<file path="src/rtl/line_buf_sched.sv">
// line_buf_sched: rotates line-buffer banks per input line, drives the shared pixel address,
// per-bank write enables and edge-replicate tap selects, and self-times the bottom flush rows.
module line_buf_sched #(
    parameter int PAD_SIZE = 2,
    parameter int HAC      = 1920,
    parameter int VAC      = 1080,
    parameter int HBLANK   = 8,
    parameter int ADDR_W   = 11,
    parameter int BANK_W   = 3
) (
    input  logic                               clk,
    input  logic                               rst,
    input  logic                               i_vs,
    input  logic                               i_hs,
    input  logic                               i_de,
    output logic [ADDR_W-1:0]                  o_addr,
    output logic [2*PAD_SIZE-1:0]              o_we,
    output logic [(2*PAD_SIZE+1)*BANK_W-1:0]   o_tap_sel,
    output logic                               o_de,
    output logic                               o_vs,
    output logic [11:0]                        o_row,
    output logic                               o_done,
    output logic                               o_err
);
    localparam int NUM_BANK = 2 * PAD_SIZE;
    localparam int NTAP     = 2 * PAD_SIZE + 1;
    localparam int CW       = ADDR_W + 1;
    localparam int FW       = $clog2(HBLANK + HAC + 1);
    localparam logic [CW-1:0] HAC_L   = CW'(HAC);
    localparam logic [CW-1:0] HLAST_L = CW'(HAC - 1);
    localparam logic [11:0]   VAC_L   = 12'(VAC);
    localparam logic [11:0]   PAD_L   = 12'(PAD_SIZE);
    localparam logic [11:0]   FROW_L  = 12'(PAD_SIZE - 1);
    localparam logic [FW-1:0] HB_L    = FW'(HBLANK);
    localparam logic [FW-1:0] FEND_L  = FW'(HBLANK + HAC - 1);

    typedef enum logic [1:0] {IDLE, FILL, RUN, FLUSH} state_t;

    state_t                      state_q, state_d;
    logic [CW-1:0]               col_q, col_d;
    logic [11:0]                 line_q, line_d;
    logic [11:0]                 frow_q, frow_d;
    logic [FW-1:0]               fl_q, fl_d;
    logic                        extra_q, extra_d;
    logic                        last_q, last_d;
    logic [ADDR_W-1:0]           addr_q, addr_d;
    logic [NUM_BANK-1:0]         we_q, we_d;
    logic [NTAP*BANK_W-1:0]      tap_q, tap_d, tap_w;
    logic                        de_q, de_d, vs_q, vs_d, done_q, done_d, err_q, err_d;
    logic [11:0]                 row_q, row_d;
    int                          r_i;

    // line_q counts lines started, so the row being written is line_q-1
    always_comb r_i = state_q == FLUSH ? VAC - PAD_SIZE + int'(frow_q) : int'(line_q) - 1 - PAD_SIZE;

    always_comb begin
        int s;
        s = 0;
        tap_w = '0;
        for (int t = 0; t < NTAP; t++) begin
            s = r_i + t - PAD_SIZE;
            s = s < 0 ? 0 : s > VAC - 1 ? VAC - 1 : s;
            tap_w[t*BANK_W +: BANK_W] = (state_q == RUN && t == 2 * PAD_SIZE) ? BANK_W'(NUM_BANK) : BANK_W'(s % NUM_BANK);
        end
    end

    always_comb begin
        state_d = state_q;
        col_d   = col_q;
        line_d  = line_q;
        frow_d  = frow_q;
        fl_d    = fl_q;
        extra_d = extra_q;
        last_d  = 1'b0;
        done_d  = last_q;
        err_d   = 1'b0;
        we_d    = '0;
        de_d    = 1'b0;
        vs_d    = 1'b0;
        addr_d  = addr_q;
        row_d   = row_q;
        tap_d   = tap_q;
        if (i_vs) begin
            state_d = FILL;
            col_d   = '0;
            line_d  = i_hs ? 12'd1 : 12'd0;
            frow_d  = '0;
            fl_d    = '0;
            extra_d = 1'b0;
            row_d   = '0;
            err_d   = state_q != IDLE;
        end else if (state_q == FILL || state_q == RUN) begin
            if (i_hs) begin
                err_d   = line_q != '0 && col_q != HAC_L;
                col_d   = '0;
                extra_d = 1'b0;
                line_d  = line_q + 12'd1;
                if (state_q == FILL && line_q == PAD_L)
                    state_d = RUN;
                else if (state_q == RUN && line_q == VAC_L)
                    state_d = FLUSH;
            end else if (i_de && line_q != '0) begin
                if (col_q == HAC_L) begin
                    err_d   = !extra_q;
                    extra_d = 1'b1;
                end else begin
                    col_d  = col_q + CW'(1);
                    we_d   = NUM_BANK'(1) << ((int'(line_q) - 1) % NUM_BANK);
                    addr_d = col_q[ADDR_W-1:0];
                    de_d   = state_q == RUN;
                    vs_d   = state_q == RUN && r_i == 0 && col_q == '0;
                    if (state_q == RUN && line_q == VAC_L && col_q == HLAST_L)
                        state_d = FLUSH;
                end
            end
        end else if (state_q == FLUSH) begin
            err_d = i_hs | i_de;
            if (fl_q >= HB_L) begin
                de_d   = 1'b1;
                addr_d = ADDR_W'(fl_q - HB_L);
            end
            if (fl_q == FEND_L) begin
                fl_d   = '0;
                frow_d = frow_q + 12'd1;
                if (frow_q == FROW_L) begin
                    state_d = IDLE;
                    last_d  = 1'b1;
                end
            end else begin
                fl_d = fl_q + FW'(1);
            end
        end
        if (de_d) begin
            row_d = 12'(r_i);
            tap_d = tap_w;
        end
    end

    always_ff @(posedge clk) begin
        if (rst) begin
            state_q <= IDLE;
            col_q   <= '0;
            line_q  <= '0;
            frow_q  <= '0;
            fl_q    <= '0;
            extra_q <= 1'b0;
            last_q  <= 1'b0;
            addr_q  <= '0;
            we_q    <= '0;
            tap_q   <= '0;
            de_q    <= 1'b0;
            vs_q    <= 1'b0;
            done_q  <= 1'b0;
            err_q   <= 1'b0;
            row_q   <= '0;
        end else begin
            state_q <= state_d;
            col_q   <= col_d;
            line_q  <= line_d;
            frow_q  <= frow_d;
            fl_q    <= fl_d;
            extra_q <= extra_d;
            last_q  <= last_d;
            addr_q  <= addr_d;
            we_q    <= we_d;
            tap_q   <= tap_d;
            de_q    <= de_d;
            vs_q    <= vs_d;
            done_q  <= done_d;
            err_q   <= err_d;
            row_q   <= row_d;
        end
    end

    assign o_addr    = addr_q;
    assign o_we      = we_q;
    assign o_tap_sel = tap_q;
    assign o_de      = de_q;
    assign o_vs      = vs_q;
    assign o_row     = row_q;
    assign o_done    = done_q;
    assign o_err     = err_q;
endmodule

</file>
<file path="config.mk">
export PLATFORM = sky130hd
export DESIGN_NAME = line_buf_sched
export DESIGN_NICKNAME = d
export VERILOG_FILES = /design/src/rtl/line_buf_sched.sv
export SDC_FILE = /design/constraint.sdc
export NUM_CORES = 1
export LEC_CHECK = 0
export BUFFER_PORTS_ARGS = -buffer_cell sky130_fd_sc_hd__buf_2
export CAP_MARGIN = 15
export CORE_AREA = 2 2 131 133
export CTS_CLUSTER_SIZE = 30
export DETAILED_ROUTE_END_ITERATION = 8
export DIE_AREA = 0 0 133 135
export PLACE_DENSITY = 0.59
export RECOVER_POWER = 50
export SLEW_MARGIN = 20
export SYNTH_ARGS = -nofsm -noshare
export SYNTH_HDL_FRONTEND = slang
export SYNTH_SLANG_ARGS = --single-unit
</file>
<file path="constraint.sdc">
create_clock -name clk -period 10.98 [get_ports clk]
set_input_delay 0.549 -clock clk [delete_from_list [all_inputs] [get_ports clk]]
set_output_delay 0.549 -clock clk [all_outputs]
set_load 0.01 [all_outputs]
</file>
# Word-level counts from Yosys, hierarchy flattened
# Index checks and enable logic that the tools add are counted.
# word_totals
register_bits,97
latchBits,0
mem_bits_rw,0
rom_bits,0
in_bits,5
output_inout_bits,46
wordCells,177
n_memories,0
# classes
n_addsub,17
multipliers,0
div,0
order_cmp,11
eq_ne,22
n_shift,1
n_mux,56
bitwise,12
n_reduce_logical,42
# op_table
cell,count
32-bit two-way mux,11
"32-bit by 3-bit subtractor with 32-bit output, second input constant",6
"32-bit by 12-bit > comparator with 1-bit output, second input constant",5
"32-bit by 1-bit < comparator with 1-bit output, second input constant",5
12-bit two-way mux,8
11-bit two-way mux,7
"32-bit by 3-bit adder with 32-bit output, second input constant",2
"12-bit by 1-bit adder with 12-bit output, second input constant",3
"12-bit by 11-bit equality test with 1-bit output, second input constant",3
"32-bit by 2-bit adder with 32-bit output, second input constant",1
"32-bit by 4-bit adder with 32-bit output, second input constant",1
32-bit zero test,1
"1-bit by 32-bit << shifter with 4-bit output, first input constant",1
2-bit two-way mux,10
2-bit nonzero test,10
1-bit two-way mux,19
7-bit AND reduction,2
2-bit OR reduction,7
"11-bit by 12-bit adder with 13-bit output, first input constant",1
"12-bit by 1-bit subtractor with 13-bit output, second input constant",1
"12-bit by 1-bit equality test with 1-bit output, second input constant",1
"12-bit by 2-bit equality test with 1-bit output, second input constant",1
12-bit zero test,1
"12-bit by 11-bit != test with 1-bit output, second input constant",1
other kinds (28),53

# Depth between registers and ports, before layout
# depth
word_depth,11
depth_mapped,23
depth_no_buf,19

# Worst setup path before layout
# OpenSTA, ideal clock, no wires.
# synth_timing
kind,reg-to-reg
start,reg line_q[0]
end,"reg tap_q[10], in the netlist o_tap_sel[10]"
arrival_ps,4775
setup_slack_ps,6071
path_stages_with_launch,21
path_buffers,3
period_less_slack_ps,4909
cell_sequence,dfxtp_1 buf_2 clkbuf_1 inv_1 ha_1 o21bai_1 a211o_1 a211oi_2 and2_1 nand2_1 ha_1 clkbuf_1 inv_1 nor2_1 nand2_1 nor2_1 nand3b_2 o41a_1 or4_4 a2111oi_4 a311oi_1
# synth_between
elab_chain_len,8
elab_cells_between_ends,15
cone_classes,add/sub: 4; order compare: 2; mux: 7; reduce/logical: 2
# synth_lines
item,line_no,source
from (decl),41,"logic [11:0] line_q, line_d;"
from (signal assigned),159,line_q <= line_d;
12-bit by 1-bit subtractor with 13-bit output,54,always_comb r_i = state_q == FLUSH ? VAC - PAD_SIZE + int'(frow_q) : int'(line_q) - 1 - PAD_SIZE;
32-bit by 3-bit subtractor with 32-bit output,54,
32-bit two-way mux,54,
32-bit by 3-bit adder with 32-bit output,61,s = r_i + t - PAD_SIZE;
32-bit by 3-bit subtractor with 32-bit output,61,
32-bit by 12-bit > comparator with 1-bit output,62,s = s < 0 ? 0 : s > VAC - 1 ? VAC - 1 : s;
32-bit two-way mux (2 in a row),62,
to (signal assigned),166,tap_q <= tap_d;
to (decl),48,"logic [NTAP*BANK_W-1:0] tap_q, tap_d, tap_w;"
# Parallel ways exist; a longest one is shown, timed or not.
# A chain may end at the register's enable or synchronous reset.

# Worst setup path in the final report
# Ends and elaborated chain as after synthesis.

==> out/results.txt <==
Status: finished with violations
Failing checks: max-capacitance violations, max-slew violations
Final Non-Filler Cells: 1223
Router iterations before antenna repair: 6
CP bufs+invs: 2
Largest net degree at the start of global routing: 54
# nets final: 1035
CTS buffer count: 9
H-tree depth: 3
RSZ-0062 raised after global routing: no
Minimum clock period: 5.69 ns
Remaining global-route overflow: 0
CTS sink cnt: 93
Pins Over Slew Limit: 43
Core area: 16400 um^2
Seq pwr share: 40.6%
Placed cell areas: 7640 um^2
Dominant synthesized flop cell: dfxtp_1
Vias in the first global route: 6367
Antenna-violating nets left: 0
Most frequent cells in the layout: nor2_1 (137), dfxtp_1 (93), nand2_1 (79)
Final core utilization: 48.2%
Reg2reg start: line_q[0]
Switching pwr: 254 uW
Vias: 7402
Async S/R FF share, synth: 0%
Area leader, netlist: dfxtp_1
Design Area, Final: 7910 um^2
Final wirelength: 22100 um
CTS Root Cell: clkbuf_16
Gpl congestion: 0.919
P_int: 588 uW
Die W: 133 um
Worst hold endpoint: o_done
WHS Path Cells: 1
Startpoint types: register
Starting Density: 44.8%
Wire length per cell: 18.1 um
First-pass GRT wire length: 34800 um
Setup Buffers After CTS: 0
Yosys reg bits: 93
Peak Freq: 0.176 GHz
Part of the cycle the worst path needs: 51.8%
Share of Yosys cell area claimed by the top area cell type: 25.3%
IO buf count: 46
Setup WS post-layout: 5.29 ns
# rows: 47
Area Overhead vs Synth: 7.63%
Power share of the combinational group: 18.0%
Crit end category: register
Crit path largest cell delay: 0.66 ns
Die height: 135 um
Die area: 18000 um^2
Max_slew headroom: -63.9%
Post-route DRC: 0
CP Data Required Time: 11.16 ns
Setup TNS: 0 ns
Reg clk slew, reported paths: 0.07 ns
Clock Power Share: 41.4%
Switching fraction of total power: 30.2%
Post-Syn Area: 7350 um^2
First DRT Iteration DRCs: 799
Synth Instances: 1003
Largest cells by area after synthesis: dfxtp_1 (25%), nor2_1 (7.0%), ha_1 (5.3%), a21oi_1 (5.0%), xnor2_1 (4.3%)
Slowest cell on crit path: dfxtp_1
Placed insts: 1208
Dpl ws: 5.42 ns
Worst Path Max Fanout: 18
CTS Hold Bufs: 0
CTS-repair resized insts: 0
Worst-skew pair later-pin latency: 0.36 ns
Cells along the critical path: inv_1 -> ha_1 -> o21bai_1 -> a311o_1 -> and3_4 -> nor3_1 -> nand2_1 -> ha_1 -> inv_1 -> nor2_1 -> nand2_1 -> nor2_1 -> nand3b_2 -> o41a_1 -> or4_4 -> a2111oi_4 -> a311oi_1
R2R setup slack: 5.29 ns
CTS tree: yes
Hold Crit Start: done_d
Diodes inserted: 0
Worst EP arrival: 5.87 ns
Fraction of layout cells with a size suffix above 1: 5.78%
Commonest non-fill, non-tap cell in the layout: nor2_1
Ports: 51
Leak pwr: 2.82 nW
FILL cells: 1702
Initial antenna violation count: 0
Final Hold Viols: 0
Largest vdd supply drop: 0.0695 mV
Cells on worst reg2reg path: 17
Power Density: 106 nW/um^2
Total power: 842 uW
Max_cap viols: 1
Clock tree buffer depth: 2
Post-synth cell types: 79
Count of final setup violators: 0
Critical path's top delay family: simple AND/OR/NAND/NOR gates
Skew final: 0.0101 ns
Detailed Place HPWL: 16200 um
Vias per cell: 6.05
Worst-Margin Slew: 2.46 ns
End of the worst register-to-register path: o_tap_sel[10]
Hold WC Path Type: register to register
Seq/Total Area, Yosys: 25.3%
Gr usage total: 24.2%
Kind of critical path: register to register
EDFF count, synth: 0
Yosys warns: 0
Hold_ws: 0.452 ns
Syn_area_per_cell: 7.33 um^2
worst max path at each step:
stage,start,to,slack [ns],cells past startpoint
floorplan,line_q[0],o_tap_sel[10],6.07,20
global placement,line_q[0],o_tap_sel[10],5.50,16
detailed placement,line_q[0],o_tap_sel[10],5.42,17
CTS,line_q[0],o_tap_sel[10],5.41,16
global route,line_q[0],o_tap_sel[10],4.87,16
finish,line_q[0],o_tap_sel[10],5.29,17
cells in the mapped netlist (all sizes together) (5+ instances only):
cell type    n
dfxtp       93
inv         30
a211oi       9
nor4        18
o31ai        6
nand4       25
and4         8
a21boi       5
a31oi        9
or3         16
o21ai       45
nor2b        9
mux2i       19
o211ai       5
xor2        28
nor3        53
a41oi        8
and2         8
xnor2       36
buf         18
ha          31
a21oi       73
nand3       30
a31o         7
nand2b      11
a21o         5
nand3b       5
nand2       79
or2          6
nand4b       8
nor3b        5
o31a         6
or4          8
and3        18
nor2       138
clkbuf      57
layout make-up:
type / count / area (um^2) / share of cell area (%)
Timing Repair Buffer: 57 / 259 / 3.27
Multi-Input combinational cell: 805 / 5070 / 64.1
Sequential cell: 93 / 1860 / 23.5
Inverter: 33 / 124 / 1.57
Tap cell: 220 / 275 / 3.48
Clock inverter: 6 / 95.1 / 1.20
Clock buffer: 9 / 225 / 2.85
power by group through the flow:
| stage | registers [mW] | logic, mW | clock network (mW) |
|---|---|---|---|
| finish | 0.341 | 0.152 | 0.348 |
| global route | 0.342 | 0.164 | 0.368 |
| CTS | 0.341 | 0.148 | 0.357 |
| detailed placement | 0.349 | 0.148 | 0 |
| global placement | 0.349 | 0.149 | 0 |
| floorplan | 0.349 | 0.109 | 0 |
metal layers:
metal  track usage (%)  routed length [um]  vias up
li1                  -                   -     3616
met1              35.6               10900     3487
met2              36.1                9610      263
met3              3.12                1060       36
met4              8.72                 560        0
met5                 0                   0        -
kinds of logic after synthesis:
logic type	Yosys count	share of synthesized area [%]
AO/OA/AOI/OAI	228	21.0
other	1	0.0510
adder cells (fa/ha/maj)	32	5.41
AND/OR/NAND/NOR	455	31.6
buffers and inverters	108	5.96
flip-flops	93	25.3
multiplexers	22	3.05
XOR/XNOR	64	7.63
registers in the layout, summed over array words and instances, names as in the netlist:
| name | flops |
|---|---|
| extra_q | 1 |
| col_q | 12 |
| o_vs | 1 |
| o_done | 1 |
| state_q | 2 |
| o_err | 1 |
| line_q | 12 |
| o_row | 12 |
| fl_q | 11 |
| o_we | 4 |
| done_d | 1 |
| o_tap_sel | 11 |
| o_de | 1 |
| frow_q | 12 |
| o_addr | 11 |
worst reg2reg max path, cell delays in order, from the launching register on:
cell and delay (ns):
dfxtp_1 0.66, inv_1 0.19, ha_1 0.43, o21bai_1 0.33, a311o_1 0.42, and3_4 0.20
nor3_1 0.53, nand2_1 0.16, ha_1 0.39, inv_1 0.14, nor2_1 0.26, nand2_1 0.12
nor2_1 0.20, nand3b_2 0.12, o41a_1 0.41, or4_4 0.52, a2111oi_4 0.30, a311oi_1 0.13
Note: power is estimated with default switching activity, not from simulation.
